--- config.mk ---
export PLATFORM = sky130hd
export DESIGN_NAME = scaler_h
export DESIGN_NICKNAME = d
export VERILOG_FILES = /design/src/rtl/scaler_h_pkg.sv /design/src/rtl/scaler_h_coe.sv /design/src/rtl/scaler_h.sv
export SDC_FILE = /design/constraint.sdc
export NUM_CORES = 2
export LEC_CHECK = 0
export CORE_MARGIN = 8
export CORE_UTILIZATION = 50
export DETAILED_ROUTE_END_ITERATION = 10
export PLACE_DENSITY = 0.66
export SYNTH_ARGS = -nofsm -noshare
export SYNTH_HDL_FRONTEND = slang
export SYNTH_SLANG_ARGS = --single-unit
--- constraint.sdc ---
create_clock -name clk -period 27 [get_ports clk]
set_input_delay 4.05 -clock clk [delete_from_list [all_inputs] [get_ports clk]]
set_output_delay 4.05 -clock clk [all_outputs]
set_load 0.01 [all_outputs]
--- src/rtl/scaler_h_pkg.sv ---
// Shared widths, latency and payload types for the horizontal Catmull-Rom scaler.
package scaler_h_pkg;
    localparam int unsigned PIXEL_STEP  = 128;
    localparam int unsigned PIXEL_WIDTH = 8;
    localparam int unsigned COE_WIDTH   = 8;
    localparam int unsigned FRAC_W      = $clog2(PIXEL_STEP);
    localparam int unsigned COE_W       = COE_WIDTH + 2;
    localparam int unsigned ACC_W       = PIXEL_WIDTH + COE_WIDTH + 5;
    localparam int unsigned IDX_W       = 17;
    localparam int unsigned POS_W       = IDX_W + FRAC_W;
    localparam int unsigned LAT         = 5;

    typedef logic signed [COE_W-1:0] coe_t;
    typedef logic signed [ACC_W-1:0] acc_t;
    typedef logic [PIXEL_WIDTH-1:0]  pix_t;

    // x0 is the oldest tap (x[i-1]), x3 the newest (x[i+2])
    typedef struct packed {
        pix_t x0;
        pix_t x1;
        pix_t x2;
        pix_t x3;
    } taps_t;

    typedef struct packed {
        coe_t w0;
        coe_t w1;
        coe_t w2;
        coe_t w3;
    } coe_set_t;
endpackage

--- src/rtl/scaler_h_coe.sv ---
// Registered Catmull-Rom weight generator: fraction f -> (w0..w3), sum fixed to unity.
module scaler_h_coe
    import scaler_h_pkg::*;
(
    input  logic              clk,
    input  logic              rst_n,
    input  logic [FRAC_W-1:0] frac,
    output coe_set_t          coe
);
    // Polynomials are evaluated with numerators scaled by 2^SH, then rounded to nearest
    localparam int unsigned        SH    = 3 * FRAC_W - COE_WIDTH + 1;
    localparam logic signed [31:0] HALF  = 32'sd1 <<< (SH - 1);
    localparam logic signed [31:0] UNITY = 32'sd1 <<< COE_WIDTH;

    logic signed [31:0] f1, f2, f3;
    logic signed [31:0] n0, n2, n3;
    logic signed [31:0] r0, r1, r2, r3;
    coe_set_t           coe_c;

    always_comb begin
        f1 = 32'(frac);
        f2 = f1 * f1;
        f3 = f2 * f1;
        n0 = -f3 + (f2 <<< (FRAC_W + 1)) - (f1 <<< (2 * FRAC_W));
        n2 = -(32'sd3 * f3) + (f2 <<< (FRAC_W + 2)) + (f1 <<< (2 * FRAC_W));
        n3 = f3 - (f2 <<< FRAC_W);
        r0 = (n0 + HALF) >>> SH;
        r2 = (n2 + HALF) >>> SH;
        r3 = (n3 + HALF) >>> SH;
        // w1 absorbs the rounding residue so the set sums to exactly unity
        r1 = UNITY - r0 - r2 - r3;
        coe_c.w0 = coe_t'(r0);
        coe_c.w1 = coe_t'(r1);
        coe_c.w2 = coe_t'(r2);
        coe_c.w3 = coe_t'(r3);
    end

    always_ff @(posedge clk or negedge rst_n) begin
        if (!rst_n) begin
            coe <= '0;
        end else begin
            coe <= coe_c;
        end
    end
endmodule

--- src/rtl/scaler_h.sv ---
// Horizontal cubic (Catmull-Rom) scaler, 5-cycle pipeline with matched hs/vs delay.
// Define SCALER_H_ROUND_EN for round-half-up; otherwise the result is floored.
module scaler_h
    import scaler_h_pkg::*;
(
    input  logic                   clk,
    input  logic                   rst_n,
    input  logic [15:0]            scale_step,
    input  logic [PIXEL_WIDTH-1:0] di_i,
    input  logic                   de_i,
    input  logic                   hs_i,
    input  logic                   vs_i,
    output logic [PIXEL_WIDTH-1:0] do_o,
    output logic                   de_o,
    output logic                   hs_o,
    output logic                   vs_o
);
    localparam int unsigned CMP_W = IDX_W + 1;
`ifdef SCALER_H_ROUND_EN
    localparam acc_t RND = acc_t'(1 << (COE_WIDTH - 1));
`else
    localparam acc_t RND = '0;
`endif
    localparam acc_t PIX_MAX = acc_t'((1 << PIXEL_WIDTH) - 1);

    taps_t            win, win_nxt;
    logic [POS_W-1:0] pos, pos_cur, pos_nxt;
    logic [IDX_W-1:0] n_cnt, n_eff;
    logic [15:0]      step_r, step_new, step_eff;
    logic [CMP_W-1:0] ip2, idx;
    logic             active, emit, adv;

    logic              s1_vld, s2_vld, s3_vld, s4_vld;
    logic [FRAC_W-1:0] s1_f;
    taps_t             s1_taps, s2_taps;
    coe_set_t          coe;
    acc_t              p0, p1, p2, p3, s4, rnd_sh;
    pix_t              res;
    logic [LAT-1:0]    hs_sr, vs_sr;

    // Output position generator: emit while the current position needs exactly the newest input
    always_comb begin
        step_new = (scale_step == 16'd0) ? 16'(PIXEL_STEP) : scale_step;
        step_eff = hs_i ? step_new : step_r;
        pos_cur  = hs_i ? '0 : pos;
        n_eff    = (hs_i ? '0 : n_cnt) + IDX_W'(de_i);
        idx      = CMP_W'(n_eff) - CMP_W'(1);
        ip2      = CMP_W'(pos_cur[POS_W-1:FRAC_W]) + CMP_W'(2);
        active   = (n_eff != '0);
        emit     = active && (ip2 == idx);
        // Positions left behind by an overriding input are discarded without output
        adv      = active && (ip2 <= idx);
        pos_nxt  = adv ? pos_cur + POS_W'(step_eff) : pos_cur;
        win_nxt  = win;
        if (de_i) begin
            // First pixel of a line fills the window so that x[-1] = x[0]
            win_nxt = (n_eff == IDX_W'(1)) ? {di_i, di_i, di_i, di_i}
                                           : {win.x1, win.x2, win.x3, di_i};
        end
    end

    always_ff @(posedge clk or negedge rst_n) begin
        if (!rst_n) begin
            win     <= '0;
            pos     <= '0;
            n_cnt   <= '0;
            step_r  <= 16'(PIXEL_STEP);
            s1_vld  <= 1'b0;
            s1_f    <= '0;
            s1_taps <= '0;
        end else begin
            win     <= win_nxt;
            pos     <= pos_nxt;
            n_cnt   <= n_eff;
            if (hs_i) step_r <= step_new;
            s1_vld  <= emit;
            s1_f    <= pos_cur[FRAC_W-1:0];
            s1_taps <= win_nxt;
        end
    end

    scaler_h_coe u_coe (
        .clk   (clk),
        .rst_n (rst_n),
        .frac  (s1_f),
        .coe   (coe)
    );

    always_comb begin
        rnd_sh = (s4 + RND) >>> COE_WIDTH;
        if (rnd_sh[ACC_W-1]) begin
            res = '0;
        end else if (rnd_sh > PIX_MAX) begin
            res = '1;
        end else begin
            res = PIXEL_WIDTH'(rnd_sh);
        end
    end

    // Taps follow weights, then multiply, sum and round/clamp stages
    always_ff @(posedge clk or negedge rst_n) begin
        if (!rst_n) begin
            s2_vld  <= 1'b0;
            s2_taps <= '0;
            s3_vld  <= 1'b0;
            p0      <= '0;
            p1      <= '0;
            p2      <= '0;
            p3      <= '0;
            s4_vld  <= 1'b0;
            s4      <= '0;
            de_o    <= 1'b0;
            do_o    <= '0;
            hs_sr   <= '0;
            vs_sr   <= '0;
        end else begin
            s2_vld  <= s1_vld;
            s2_taps <= s1_taps;
            s3_vld  <= s2_vld;
            p0      <= acc_t'(coe.w0) * acc_t'({1'b0, s2_taps.x0});
            p1      <= acc_t'(coe.w1) * acc_t'({1'b0, s2_taps.x1});
            p2      <= acc_t'(coe.w2) * acc_t'({1'b0, s2_taps.x2});
            p3      <= acc_t'(coe.w3) * acc_t'({1'b0, s2_taps.x3});
            s4_vld  <= s3_vld;
            s4      <= p0 + p1 + p2 + p3;
            de_o    <= s4_vld;
            do_o    <= s4_vld ? res : '0;
            hs_sr   <= {hs_sr[LAT-2:0], hs_i};
            vs_sr   <= {vs_sr[LAT-2:0], vs_i};
        end
    end

    assign hs_o = hs_sr[LAT-1];
    assign vs_o = vs_sr[LAT-1];
endmodule

## Word level (Yosys, flattened, before mapping)

Index checks and enable logic that the tools add are counted.

| storage, ports and cells | value |
|---|---|
| register bits after elaboration | 288 |

| cells by class | value |
|---|---|
| reductions and logical operators | 4 |
| $mul | 7 |
| multiplexer cells | 9 |
| $lt $le $gt $ge | 2 |
| equality and inequality tests | 2 |
| add/subtract/negate cells | 20 |

Operators with widths:

| operator | number |
|---|---|
| 10-bit by 9-bit multiplier with 19-bit output | 4 |
| 24-bit by 15-bit adder with 24-bit output (second input constant) | 3 |
| 24-bit 2-to-1 mux | 2 |
| 24-bit by 22-bit subtractor with 24-bit output | 2 |
| 16-bit 2-to-1 mux | 2 |
| 32-bit 2-to-1 mux | 1 |
| 24-bit by 16-bit adder with 24-bit output | 1 |
| 24-bit by 22-bit adder with 24-bit output | 1 |
| 24-bit by 23-bit adder with 24-bit output | 1 |
| 24-bit adder | 1 |
| 8-bit 2-to-1 mux | 3 |
| 21-bit negation with 24-bit output | 1 |
| 24-bit negation | 1 |
| 2-bit by 21-bit multiplier with 23-bit output (first input constant) | 1 |
| 20-bit by 19-bit adder with 21-bit output | 1 |
| 21-bit by 19-bit adder with 21-bit output | 1 |
| 14-bit by 7-bit multiplier with 21-bit output | 1 |
| 19-bit by 19-bit adder with 20-bit output | 1 |
| 10-bit subtractor | 2 |
| 17-bit by 2-bit adder with 18-bit output (second input constant) | 1 |
| 18-bit equality test | 1 |
| 18-bit <= comparator | 1 |
| 17-bit by 1-bit subtractor with 18-bit output (second input constant) | 1 |
| 17-bit by 1-bit adder with 17-bit output | 1 |
| other kinds (8) | 9 |

## Longest topological paths before layout

| depth | value |
|---|---|
| word-level depth | 9 |
| gate-level depth with buffers | 63 |
| mapped depth without buffers | 61 |

## Hierarchy

Synthesis repeated with hierarchy kept, for this count alone.

| second synthesis, totals | value |
|---|---|
| cells, all modules | 3,376 |
| area total of the unflattened synthesis | 32,346.0 um^2 |

Modules (own cells, without submodules):

| module | cells each | times used | seq. area each (um^2) | area an instance (um^2) |
|---|---|---|---|---|
| scaler_h | 2,343 | 1 | 6,007.0 | 23,316.1 |
| scaler_h_coe | 1,033 | 1 | 975.9 | 9,029.9 |

## Worst setup path before layout

No wires, ideal clock.

| timing | value |
|---|---|
| path kind | register -> register |
| start point | register s1_f[0] |
| end point | register, netlist name u_coe.coe[29] |
| stages on the path, launching flop included | 56 |
| period minus slack after synthesis | 13.496 ns |
| data arrival time | 13.416 ns |
| setup slack | 13.504 ns |
| buffers on the path | 3 |
| path through | dfrtp_1 > clkbuf_1 > clkbuf_1 > nand2_1 > fa_1 > fa_1 > inv_1 > fa_1 > inv_1 > fa_1 > inv_1 > ha_1 > a21boi_0 > o21ai_0 > a21boi_0 > o21ai_0 > a21boi_0 > or3_1 > [... 20 more ...] > a21o_1 > a21oi_1 > nor2_1 > a21oi_1 > o21ai_0 > nor2_1 > o21ba_2 > xor2_1 > fa_1 > ha_1 > ha_1 > nor3_1 > nor2_1 > o41ai_1 > xnor2_1 > xnor2_1 > xnor2_1 > xnor2_1 |

RTL lines:

| element | line | source |
|---|---|---|
| start: declaration | scaler_h.sv:34 | `logic [FRAC_W-1:0] s1_f;` |
| start signal: assignment | scaler_h.sv:77 | `s1_f <= pos_cur[FRAC_W-1:0];` |

==> implementation parameters <==
Parameter                              Value

Clock tree
  TritonCTS Buffers    35
  Number of buffers on the longest clock path    3
  Post-CTS Repair Setup Buffers    0
  CTS tree    done
  Root buffer cell    sky130_fd_sc_hd__clkbuf_16
  Clk_lat worst skew    0.55 ns
  Hold bufs inserted after CTS    0
  CTS HTree Levels    2
  CTS clock-pin slew for the worst setup and hold paths    0.07 ns
  Total number of clock tree sinks    280
  Post-cts resize count    0

STA
  Min setup slack post-route    12.54 ns
  Post-route worst hold slack    0.338 ns
  Remaining max-slew budget at the tightest pin    0.246
  Hold violation count in the final report    0
  Max Freq    0.0692 GHz
  Final setup fails    0
  Worst slew pin tran    1.12 ns
  Pins Over Slew Limit    0
  Max Clock Skew    0.0192 ns
  Tmin final    14.46 ns
  Sum of negative setup slack    0 ns
  Unrepaired setup endpoints after global routing    no
  Period utilisation layout    0.535

Route
  Vias after detailed routing    around 23000
  Routed via count divided by cell count    between 5 and 6
  Count of antenna-violating nets left after detailed routing    0
  DRC violation count after routing    0
  Number of search-and-repair iterations in the first detailed-routing pass    5
  Routed wirelength normalized by instance count    16.5 um
  Total Routed Length    71500 um
  Initial DRC count    1163

Placed design
  Port Buffers    39
  Final weighted congestion in routability-driven placement    0.874
  Worst slack at placement    12.64 ns
  Placed wire-length estimate    approximately 59000 um

GRT
  First-pass GRT wire length    121000 um
  Layer with the highest usage after global routing    met2
  Via count of the first global-routing pass    23600
  Met2 layer usage reported by global route    0.333
  Met1 track demand over resource    0.278
  Pin count of the biggest net entering global routing    169
  Grt ovf    0
  Grt met3 use    0.0237
  Total global-route track usage    0.198
  Number of antenna violations at the first check in global routing    3

Hold path
  Worst Hold Path Cells    0
  Min-delay worst type    flip-flop to flip-flop

Layout
  Diode count    0
  Layout overhead on the synthesized area    7.57%
  Fillcell total    5901
  Nets    4268
  Share of the core filled with cells in the final layout    0.545
  Layout cells sized above 1    0.0404

Flow run
  Number of maximum-capacitance constraint violations    0

Logic synthesis
  Area of the mapped netlist    between 30000 and 40000 sq um
  Post-synth EDFFs    0
  Syn Area/Cell    between 9 and 10 sq um
  Top FF cell, synth    sky130_fd_sc_hd__dfrtp_1
  Warnings, synthesis    0
  Unique cell type count in the Yosys netlist    81
  Async S/R FF share, synth    1.00
  Mapped Cells    ~3400
  Post-synthesis sequential element count    280
  Fraction of the yosys area taken by sequential cells    0.214

Worst setup path
  Most used cell, CP    sky130_fd_sc_hd__fa_1
  Slowest library cell on the worst path    sky130_fd_sc_hd__dfrtp_1
  Biggest fanout along the worst timing path    19
  Critical Path Start Type    flip-flop
  Highest cell delay on the worst timing path    0.81 ns
  Worst r2r path cells    53
  Data required time at the worst endpoint    approximately 27 ns
  Endpoint kind of the worst setup timing path    flip-flop
  Crit path arrival time    between 10 and 15 ns
  Type of the worst setup path    flip-flop to flip-flop

Floorplan
  Floorplan core area    64600 sq um
  Row count    between 90 and 100
  Die Y-Extent    272 um
  I/O pin total    40
  Die area    roughly 74000 sq um
  Initial standard-cell utilization of the core    0.506
  Die X    roughly 270 um

Status
  Run status    completed
## registers in the layout, indices dropped and copies added, names as in the netlist, 5 cells and up
register and cells:
u_coe.coe 40, s1_taps 32, s2_taps 32, pos 24
p0 19, p1 19, p2 19, p3 19
n_cnt 17, step_r 16, s4 13, do_o 8
s1_f 7, hs_sr 5, vs_sr 5
## per-stage QoR
step                      cells  area, sq um
after CTS                  4320        35200
final                      4320        35200
after global routing       4320        35200
after global placement     4258        34000
after floorplan            3407        32700
after detailed placement   4258        34000
## logic make-up after synthesis
group                      count (synthesis)  synth area share
AOI/OAI and AO/OA                        463            0.0917
xor gates and xnor gates                 191            0.0516
adders and majority gates                800             0.397
buffers and inverters                    650            0.0752
DFF                                      280             0.214
muxes                                     66            0.0216
other                                      1          0.000115
and+or+nand+nor                          955             0.149
## layer usage
| metal | up-vias | share of wire |
|---|---|---|
| met5 | - | 0.00018 |
| met4 | 2 | 0.014 |
| met3 | 60 | 0.036 |
| met2 | 314 | 0.47 |
| met1 | 11300 | 0.48 |
| li1 | 11100 | - |
## cell usage after synthesis (10+ instances only)
cell type,number,share of area
sky130_fd_sc_hd__a21boi_0,16,0.0037
sky130_fd_sc_hd__a31oi_1,20,0.0038
sky130_fd_sc_hd__a211o_1,12,0.0032
sky130_fd_sc_hd__o31ai_1,10,0.0023
sky130_fd_sc_hd__or3_1,16,0.0031
sky130_fd_sc_hd__nor2_1,216,0.025
sky130_fd_sc_hd__and2_1,241,0.046
sky130_fd_sc_hd__a21oi_1,137,0.021
sky130_fd_sc_hd__nand2_1,226,0.026
sky130_fd_sc_hd__nor3_1,48,0.0073
sky130_fd_sc_hd__o21bai_1,20,0.0046
sky130_fd_sc_hd__inv_1,596,0.068
sky130_fd_sc_hd__ha_1,403,0.15
sky130_fd_sc_hd__xnor2_1,140,0.037
sky130_fd_sc_hd__o211ai_1,18,0.0041
sky130_fd_sc_hd__or2_2,10,0.0019
sky130_fd_sc_hd__fa_1,396,0.24
sky130_fd_sc_hd__o21a_1,19,0.0044
sky130_fd_sc_hd__or4_1,17,0.0039
sky130_fd_sc_hd__mux2_2,36,0.012
sky130_fd_sc_hd__clkbuf_1,41,0.0047
sky130_fd_sc_hd__a211oi_1,18,0.0041
sky130_fd_sc_hd__nor2b_1,44,0.0084
sky130_fd_sc_hd__o21ai_0,93,0.014
sky130_fd_sc_hd__and3_1,16,0.0031
sky130_fd_sc_hd__mux2i_1,30,0.0092
sky130_fd_sc_hd__a21o_1,43,0.0099
sky130_fd_sc_hd__nand2b_1,19,0.0036
sky130_fd_sc_hd__nand4_1,15,0.0029
sky130_fd_sc_hd__dfrtp_1,279,0.21
sky130_fd_sc_hd__nand3_1,47,0.0072
sky130_fd_sc_hd__xor2_1,50,0.013
## layout by cell type (no fill, tap or decap), drive strengths merged, types with 7 or more instances in the layout
cell           count
xnor2            140
a211o             12
inv              600
or4               17
nor2             216
fa               396
buf               12
o31ai             10
nand3             48
a21oi            141
a21o              43
nand2b            19
and4               9
a31oi             21
nand4             16
o21bai            20
ha               403
dfrtp            279
mux2i             30
clkdlybuf4s50     36
clkbuf            43
nand2            227
mux2              36
or2               10
and3              17
nor4               9
a211oi            18
xor2              50
or3               16
a21boi            16
o211ai            18
o21a              19
o21ai             93
o311ai             7
clkinv            10
and2             241
nor3              48
nor2b             45
## critical path, delay by kind of cell (launching register included)
| kind | cells | cell delay [ns] |
|---|---|---|
| compound gates | 18 | 3.72 |
| xor+xnor | 7 | 1.52 |
| fa+ha+maj | 16 | 6.73 |
| buf+inv | 4 | 0.20 |
| flops | 1 | 0.81 |
| simple gates | 8 | 1.30 |
## area by class of cell
cell class | count | area (sq um) | area share
Multi-Input combinational cell | 2477 | 23200 | 0.661
Clock buffer | 43 | 946 | 0.0269
Clock inverter | 19 | 204 | 0.00580
Timing Repair Buffer | 48 | 465 | 0.0132
Tap cell | 855 | 1070 | 0.0304
Sequential cell | 280 | 7010 | 0.199
Inverter | 598 | 2240 | 0.0638
## final timing paths
path,from,to,slack (ns)
max in group asynchronous,rst_n,s1_f[2],22.05
hold reg to reg,vs_sr[2],vs_sr[3],0.34
setup / recovery,s1_f[0],u_coe.coe[29],12.54
min in group asynchronous,rst_n,vs_sr[3],3.56
setup reg to reg,s1_f[0],u_coe.coe[29],12.54
hold / removal,vs_sr[2],vs_sr[3],0.34
Power is not shown: default switching activity piles up to over one toggle a cycle in this logic, so the estimate is an artifact.
